<file path="config.mk">
export PLATFORM = sky130hd
export DESIGN_NAME = entropy_term_accum_flat
export DESIGN_NICKNAME = d
export VERILOG_FILES = /design/src/rtl/entropy_term_accum_if.sv /design/src/rtl/entropy_term_accum.sv /design/src/flat_wrapper.sv
export SDC_FILE = /design/constraint.sdc
export NUM_CORES = 1
export LEC_CHECK = 0
export CORE_MARGIN = 2
export CORE_UTILIZATION = 55
export DETAILED_ROUTE_END_ITERATION = 8
export GPL_TIMING_DRIVEN = 0
export HOLD_SLACK_MARGIN = 0.15
export PLACE_DENSITY_LB_ADDON = 0.05
export SYNTH_ARGS = -nofsm -noshare
export SYNTH_HDL_FRONTEND = slang
export SYNTH_SLANG_ARGS = --single-unit
</file>
<file path="constraint.sdc">
create_clock -name i_clk -period 4.8 [get_ports i_clk]
set_clock_uncertainty 0.05 [all_clocks]
set_input_delay 1.44 -clock i_clk [delete_from_list [all_inputs] [get_ports i_clk]]
set_output_delay 1.44 -clock i_clk [all_outputs]
set_load 0.02 [all_outputs]
</file>
<file path="src/rtl/entropy_term_accum_if.sv">
// Purpose: count stream from the popcount stage and window result bus of entropy_term_accum.
// Latency: none; wires only.
// Backpressure: none; the producer streams counts and the consumer must take every o_valid/o_err pulse.
//   slave  modport: the accumulator (takes i_cnt/i_cnt_valid, drives o_sum/o_total/o_valid/o_err)
//   master modport: the environment driving counts and consuming results
interface entropy_term_accum_if #(
    parameter int CNT_W = 9,
    parameter int ACC_W = 20,
    parameter int TOT_W = 12
);
    logic [CNT_W-1:0] i_cnt;
    logic             i_cnt_valid;
    logic [ACC_W-1:0] o_sum;
    logic [TOT_W-1:0] o_total;
    logic             o_valid;
    logic             o_err;

    modport slave (
        input  i_cnt, i_cnt_valid,
        output o_sum, o_total, o_valid, o_err
    );

    modport master (
        output i_cnt, i_cnt_valid,
        input  o_sum, o_total, o_valid, o_err
    );
endinterface

</file>
<file path="src/rtl/entropy_term_accum.sv">
// Purpose: per 8-count window, S = sum c*log2(c) (Q.4, piecewise-linear log2) and T = sum c.
// Latency: o_valid rises 3 edges after the edge sampling the 8th count; o_err 1 edge after a gap.
// Backpressure: none; fully pipelined, back-to-back windows accepted, a gap mid-window aborts it.
//   i_clk, i_rst : clock, asynchronous active-high reset
//   bus (slave)  : i_cnt/i_cnt_valid in; o_sum/o_total/o_valid/o_err out
module entropy_term_accum #(
    parameter int CNT_W = 9,
    parameter int ACC_W = 20,
    parameter int TOT_W = 12,
    parameter int BURST = 8
) (
    input  logic                  i_clk,
    input  logic                  i_rst,
    entropy_term_accum_if.slave   bus
);
    localparam int PROD_W = CNT_W + 8;

    // Fractional part of log2(1.m) in Q.4, indexed by the 4 mantissa bits below the leading one.
    localparam logic [3:0] LUT [16] = '{4'd0, 4'd1, 4'd3, 4'd4, 4'd5, 4'd6, 4'd7, 4'd8,
                                        4'd9, 4'd10, 4'd11, 4'd12, 4'd13, 4'd14, 4'd15, 4'd15};

    typedef enum logic [0:0] {IDLE, COLLECT} state_t;

    state_t              state_q;
    logic [2:0]          idx_q;
    logic                err_q;

    // S1: sampled count, its log2, and window tags
    logic                s1_vld_q, s1_first_q, s1_last_q;
    logic [CNT_W-1:0]    s1_c_q;
    logic [7:0]          s1_l_q;
    // S2: product c*L
    logic                s2_vld_q, s2_first_q, s2_last_q;
    logic [CNT_W-1:0]    s2_c_q;
    logic [PROD_W-1:0]   s2_prod_q;
    // ACC
    logic [ACC_W-1:0]    acc_s_q;
    logic [TOT_W-1:0]    acc_t_q;
    logic                acc_done_q;
    // OUT
    logic [ACC_W-1:0]    sum_q;
    logic [TOT_W-1:0]    total_q;
    logic                valid_q;

    logic                abort_d;
    logic [3:0]          p_d;
    logic [3:0]          sh_d;
    logic [CNT_W-1:0]    norm_d;
    logic [7:0]          l_d;
    logic [PROD_W-1:0]   prod_d;

    // A missing count while collecting kills the window.
    assign abort_d = (state_q == COLLECT) && !bus.i_cnt_valid;

    // Leading-one position, then left-justify so the mantissa sits just below the MSB;
    // this shift zero-pads the mantissa on the right for small counts.
    always_comb begin
        p_d = '0;
        for (int b = 0; b < CNT_W; b++) begin
            if (bus.i_cnt[b]) p_d = 4'(b);
        end
        sh_d   = 4'(CNT_W - 1) - p_d;
        norm_d = bus.i_cnt << sh_d;
        l_d    = (bus.i_cnt == '0) ? 8'd0 : {p_d, LUT[norm_d[CNT_W-2 -: 4]]};
    end

    assign prod_d = PROD_W'(s1_c_q) * PROD_W'(s1_l_q);

    // Window-framing FSM; also registers the S1 tags and the abort pulse.
    always_ff @(posedge i_clk or posedge i_rst) begin
        if (i_rst) begin
            state_q    <= IDLE;
            idx_q      <= '0;
            s1_vld_q   <= 1'b0;
            s1_first_q <= 1'b0;
            s1_last_q  <= 1'b0;
            err_q      <= 1'b0;
        end else begin
            s1_vld_q   <= bus.i_cnt_valid;
            s1_first_q <= 1'b0;
            s1_last_q  <= 1'b0;
            err_q      <= 1'b0;
            case (state_q)
                IDLE: begin
                    if (bus.i_cnt_valid) begin
                        s1_first_q <= 1'b1;
                        idx_q      <= 3'd1;
                        state_q    <= COLLECT;
                    end
                end
                COLLECT: begin
                    if (bus.i_cnt_valid) begin
                        if (idx_q == 3'(BURST - 1)) begin
                            s1_last_q <= 1'b1;
                            idx_q     <= '0;
                            state_q   <= IDLE;
                        end else begin
                            idx_q <= idx_q + 3'd1;
                        end
                    end else begin
                        idx_q   <= '0;
                        state_q <= IDLE;
                        err_q   <= 1'b1;
                    end
                end
                default: begin
                    idx_q   <= '0;
                    state_q <= IDLE;
                end
            endcase
        end
    end

    always_ff @(posedge i_clk or posedge i_rst) begin
        if (i_rst) begin
            s1_c_q     <= '0;
            s1_l_q     <= '0;
            s2_vld_q   <= 1'b0;
            s2_first_q <= 1'b0;
            s2_last_q  <= 1'b0;
            s2_c_q     <= '0;
            s2_prod_q  <= '0;
            acc_s_q    <= '0;
            acc_t_q    <= '0;
            acc_done_q <= 1'b0;
            sum_q      <= '0;
            total_q    <= '0;
            valid_q    <= 1'b0;
        end else begin
            s1_c_q <= bus.i_cnt;
            s1_l_q <= l_d;

            // The element in S1 belongs to the aborted window; drop it before it reaches ACC.
            s2_vld_q   <= s1_vld_q && !abort_d;
            s2_first_q <= s1_first_q;
            s2_last_q  <= s1_last_q;
            s2_c_q     <= s1_c_q;
            s2_prod_q  <= prod_d;

            // A partial window left in the accumulator is harmless: the next first element reloads it.
            if (s2_vld_q) begin
                if (s2_first_q) begin
                    acc_s_q <= ACC_W'(s2_prod_q);
                    acc_t_q <= TOT_W'(s2_c_q);
                end else begin
                    acc_s_q <= acc_s_q + ACC_W'(s2_prod_q);
                    acc_t_q <= acc_t_q + TOT_W'(s2_c_q);
                end
            end
            acc_done_q <= s2_vld_q && s2_last_q;

            valid_q <= acc_done_q;
            if (acc_done_q) begin
                sum_q   <= acc_s_q;
                total_q <= acc_t_q;
            end
        end
    end

    assign bus.o_sum   = sum_q;
    assign bus.o_total = total_q;
    assign bus.o_valid = valid_q;
    assign bus.o_err   = err_q;
endmodule

</file>
<file path="src/flat_wrapper.sv">
// flat-port wrapper written by rule: the top's interface ports become plain ports
module entropy_term_accum_flat 
#(
    parameter int CNT_W = 9,
    parameter int ACC_W = 20,
    parameter int TOT_W = 12,
    parameter int BURST = 8
)
  (i_clk, i_rst, bus_i_cnt, bus_i_cnt_valid, bus_o_sum, bus_o_total, bus_o_valid, bus_o_err);
  entropy_term_accum_if #(.CNT_W(CNT_W), .ACC_W(ACC_W), .TOT_W(TOT_W)) bus_i ();
  input  logic i_clk;
  input  logic i_rst;
  input wire logic [$bits(bus_i.i_cnt)-1:0] bus_i_cnt;
  input wire logic [$bits(bus_i.i_cnt_valid)-1:0] bus_i_cnt_valid;
  output wire logic [$bits(bus_i.o_sum)-1:0] bus_o_sum;
  output wire logic [$bits(bus_i.o_total)-1:0] bus_o_total;
  output wire logic [$bits(bus_i.o_valid)-1:0] bus_o_valid;
  output wire logic [$bits(bus_i.o_err)-1:0] bus_o_err;
  assign bus_i.i_cnt = bus_i_cnt;
  assign bus_i.i_cnt_valid = bus_i_cnt_valid;
  assign bus_o_sum = bus_i.o_sum;
  assign bus_o_total = bus_i.o_total;
  assign bus_o_valid = bus_i.o_valid;
  assign bus_o_err = bus_i.o_err;
  entropy_term_accum #(.CNT_W(CNT_W), .ACC_W(ACC_W), .TOT_W(TOT_W), .BURST(BURST)) u_core (.i_clk(i_clk), .i_rst(i_rst), .bus(bus_i));
endmodule
</file>
======== Yosys cells after proc, flatten, opt, wreduce, memory -nomap -nowiden ========
Memories as Yosys holds them, arrays and structs flattened.
Cells that the tools add are included.
word-level totals
  bits of input ports ..................... 12
  memory bits (read-only) ................. 64
  register bits ........................... 120
  output and inout port bits .............. 34
  memories ................................ 1
  word-level logic and storage cells ...... 64
memory list
  memory            depth  bits a word  read ports  clocked after memory_dff  wr ports  RTL line                  RTL
  (name not given)  16     4            1           0                         0         entropy_term_accum.sv:64  l_d = (bus.i_cnt == '0) ? 8'd0 : {p_d, LUT[norm_d[CNT_W-2 -: 4]]};
cells by class
  add/subtract/negate cells ............... 4
  magnitude comparators ................... 1
  multiply operators ...................... 1
  shifts and indexed selects .............. 1
  reduce and logical (&&, ||, !) cells .... 6
  eq/ne operators ......................... 2
  mux-type cells .......................... 27
  bitwise operators ....................... 2
operators with widths
  operator                                      number
  two-way mux 4 bit                             9
  adder 20 x 17 -> 20 bit                       1
  two-way mux 20 bit                            1
  multiplier 9 x 8 -> 17 bit                    1
  adder 12 x 9 -> 12 bit                        1
  two-way mux 12 bit                            1
  two-way mux 1 bit                             10
  logical NOT 9 bit                             1
  two-way mux 3 bit                             3
  left shift 9 x 4 -> 8 bit                     1
  two-way mux 8 bit                             1
  case mux 3 bit (2 select lines)               1
  >= comparator 5 bit, second input constant    1
  NOT 4 -> 5 bit                                1
  subtractor 4 bit, first input constant        1
  adder 3 x 1 -> 3 bit, second input constant   1
  equality test 3 bit, second input constant    1
  logical AND 1 bit                             3
  logical NOT 1 bit                             2
  inequality test 2 bit, second input constant  1
  case mux 1 bit (2 select lines)               1
  NOT 1 bit                                     1

======== Longest topological paths before layout ========
  depth in word-level cells ............... 15
  gate-level depth with buffers ........... 18
  mapped depth without buffers ............ 18

======== Worst setup path before layout ========
OpenSTA, ideal clock, no wires.
  kind .................................... register to register
  start point ............................. register u_core.s1_c_q[1]
  end point ............................... register u_core.s2_prod_q[16]
  data required time ...................... 4625 ps
  period minus slack after synthesis ...... 4293 ps
  slack ................................... 507 ps
  stages on the path, launching flop included .. 15
  data arrival time ....................... 4118 ps
  library setup time ...................... 125 ps
  path buffers ............................ 0
  path through ............................ dfrtp_1 > and2_1 > fa_1 > fa_1 > fa_1 > inv_1 > fa_1 > inv_1 > ha_1 > a21o_1 > a31o_2 > a311o_1 > a31oi_1 > o21bai_1 > xnor2_1
on the way
  longest elaborated chain between the ends .. 1
RTL lines
  what                         RTL line                   RTL
  start: declaration           entropy_term_accum.sv:30   logic [CNT_W-1:0] s1_c_q;
  start signal: assignment     entropy_term_accum.sv:130  s1_c_q <= bus.i_cnt;
  multiplier 9 x 8 -> 17 bit   entropy_term_accum.sv:67   assign prod_d = PROD_W'(s1_c_q) * PROD_W'(s1_l_q);
  named net u_core.prod_d[16]  entropy_term_accum.sv:50   logic [PROD_W-1:0] prod_d;
  end signal: assignment       entropy_term_accum.sv:138  s2_prod_q <= prod_d;
  end: declaration             entropy_term_accum.sv:35   logic [PROD_W-1:0] s2_prod_q;
The timed path passes the listed nets, and every way through them passes these cells.
A chain may end at the register's enable or synchronous reset.

======== Worst setup path in the final report ========
Ends and elaborated chain as after synthesis.

==> results.json <==
{
  "ys_warn_count": 0,
  "layout_common_cells": "119 x dfrtp_1, 82 x inv_1, 71 x ha_1",
  "cts_hold_buf": 0,
  "finalSetupTns_ns": 0,
  "drtAntennaViolNets": 0,
  "clock_path_buffers": 2,
  "cp-start-kind": "register",
  "crit_cells": 14,
  "relSlewSlack": 0.532,
  "dieArea_um2": 15600,
  "initialDrtViolationCount": 329,
  "yosys_register_bits": 120,
  "wl_per_cell_um": 16.3,
  "vias_per_cell": 5.61,
  "cts_tree": "yes",
  "drtPass1Iterations": 5,
  "finalNonFillerCells": 1041,
  "min_path_type": "register to register",
  "setup_violations": 0,
  "place_inst": 1009,
  "drive_gt1_frac": 0.0922,
  "ys_types": 58,
  "area_growth_pct": 17.4,
  "clock_latency_ns": 0.42,
  "critPathMaxStageDelay_ns": 0.54,
  "fmax_mhz": 217,
  "syn_nets": 906,
  "period_share": 0.959,
  "worst-path-buf-inv": 2,
  "rows": 44,
  "slew_viol_final": 0,
  "worstPathArrival_ns": 4.85,
  "worst_slew_pin_slew_ns": 0.702,
  "cts.repair.resized": 0,
  "yosysSeqAreaShare": 0.374,
  "critPathKind": "register to register",
  "peakVddDrop_uv": 414,
  "overflow": 0,
  "grt_pass1_wl_mm": 28.9,
  "finalCriticalPeriod_ns": 4.60,
  "hpwl_mm": 12.8,
  "timing_hold_violations_final": 0,
  "die_x_um": 125,
  "max_cap_violations": 0,
  "num_io_pins": 46,
  "die_y_um": 125,
  "whs_path_depth": 0,
  "cts_root_buf": "clkbuf_16",
  "top_layer_used": "met4",
  "powerDensity_nw_per_um2": 648,
  "start_util": 0.559,
  "rsz0062_at_grt": "false",
  "layout_commonest_cell": "dfrtp_1",
  "cts.sinks": 120,
  "grt_pass1_vias": 6105,
  "nets": 971,
  "route.met3.wl_um": 557,
  "drt-met1-wl_mm": 7.55,
  "gp_congestion": 0.910,
  "worstPathRequired_ns": 5.05,
  "yosys_most_used_dff": "dfrtp_1",
  "ys_async_sr_fraction": 1.00,
  "gr-usage-all-layers": 0.232,
  "worstPathCellList": "and2_1, fa_1, fa_1, fa_1, inv_1, fa_1, inv_1, ha_1, a21o_1, a31o_2, a311o_1, a31oi_1, o21bai_1, xnor2_1",
  "fin_area_um2": 9420,
  "core_um2": 14400,
  "wirelength_mm": 17.0,
  "drc": 0,
  "leakagePower_nw": 4.51,
  "port_buffers": 45,
  "cts.clk_slew.worst_paths_ns": 0.06,
  "ff2ff_path_depth": 14,
  "syn_area_per_cell_um2": 10.3,
  "cp_max_fo": 9,
  "fin_total_pwr_mw": 6.10,
  "grt_max_degree": 66,
  "status": "finished clean",
  "synth_edf_count": 0,
  "endpoint_kind": "register",
  "numCtsBuffers": 17,
  "syn_area_um2": 8030,
  "cts_setup_buffers": 0,
  "antenna_cells": 0,
  "htreeDepth": 4,
  "cp_top_family": "adder cells",
  "syn_inst": 779,
  "slowest_stage": "fa_1",
  "placed_area_um2": 8740,
  "vias": 5844,
  "worst_path_most_repeated_cell": "fa_1",
  "met2WireLength_mm": 8.50,
  "antenna_found_initial": 0
}
-- per-layer routing --
| metal | up-vias | track usage |
|---|---|---|
| met5 | - | 0 |
| met4 | 0 | 0.0866 |
| met3 | 28 | 0.0468 |
| met2 | 108 | 0.401 |
| met1 | 2922 | 0.288 |
| li1 | 2786 | - |
-- flip-flops by register name, summed over array words and instances, names as in the netlist, 3 cells and up --
signal and flops:
u_core.s1_c_q 9, u_core.idx_q 3, u_core.s2_c_q 9, u_core.acc_t_q 12, u_core.acc_s_q 20, u_core.bus.o_total 12
u_core.s1_l_q 8, u_core.s2_prod_q 17, u_core.bus.o_sum 20
-- Yosys cell counts, drive strengths merged, types with 6 or more instances --
cell,instances,area share
a21oi,55,0.036
mux2,33,0.046
nor3,11,0.0069
or3,6,0.0047
a21o,8,0.0075
o211ai,6,0.0056
fa,44,0.11
xor2,10,0.011
mux2i,11,0.014
nand2,47,0.022
inv,83,0.039
nand3,11,0.0069
o21ai,27,0.017
ha,71,0.11
and3,10,0.0078
nor2b,9,0.0070
o21a,11,0.010
nor2,44,0.021
clkbuf,15,0.0070
xnor2,19,0.021
and2,62,0.048
dfrtp,120,0.37
-- final timing paths --
check                                   from  slack, ns                   end
max reg2reg                 u_core.s1_c_q[1]       0.20  u_core.s2_prod_q[16]
max in group asynchronous              i_rst       2.52   u_core.bus.o_sum[1]
min                        u_core.s1_first_q       0.31     u_core.s2_first_q
min reg2reg                u_core.s1_first_q       0.31     u_core.s2_first_q
max                         u_core.s1_c_q[1]       0.20  u_core.s2_prod_q[16]
min in group asynchronous              i_rst       1.42       u_core.idx_q[0]
-- power breakdown --
| group | leakage (nW) | switching, mW | internal [mW] |
|---|---|---|---|
| clock | 0.329 | 0.458 | 0.991 |
| sequential | 1.49 | 0.234 | 1.27 |
| combinational | 2.69 | 1.72 | 1.43 |
-- worst reg2reg max path, stage by stage, from the launching register on --
cell and delay, ns:
dfrtp_1 0.51, and2_1 0.24, fa_1 0.50, fa_1 0.53, fa_1 0.54, inv_1 0.05, fa_1 0.53, inv_1 0.04
ha_1 0.33, a21o_1 0.17, a31o_2 0.24, a311o_1 0.34, a31oi_1 0.17, o21bai_1 0.09, xnor2_1 0.14
-- area by class of cell --
cell class,count,area [um2]
multi-input cells,555,4620
fillers,1141,4950
plain buffers,19,72.6
well taps,184,230
flip-flops and latches,120,3000
inverters,85,334
clock buffers,22,494
repair buffers,46,478
clock inverters,10,188
-- per-stage QoR --
step	hold WS, ns	setup slack, ns	utilization
2_1_floorplan	0.281	0.124	-
3_3_place_gp	0.284	-1.35	0.606
3_5_place_dp	0.289	-0.0927	0.608
4_1_cts	0.313	0.171	0.655
5_1_grt	0.319	0.0104	0.656
6_report	0.309	0.198	0.656
-- cell families (layout without fill, tap and decap cells) --
family,count (synthesis),in the layout,share of synthesized area
mux,45,45,0.0628
simple gates,212,212,0.134
xor+xnor,29,29,0.0316
buf+inv,104,182,0.0504
compound gates,154,154,0.126
flops,120,120,0.374
fa+ha+maj,115,115,0.220
(Power assumes the default switching activity.)
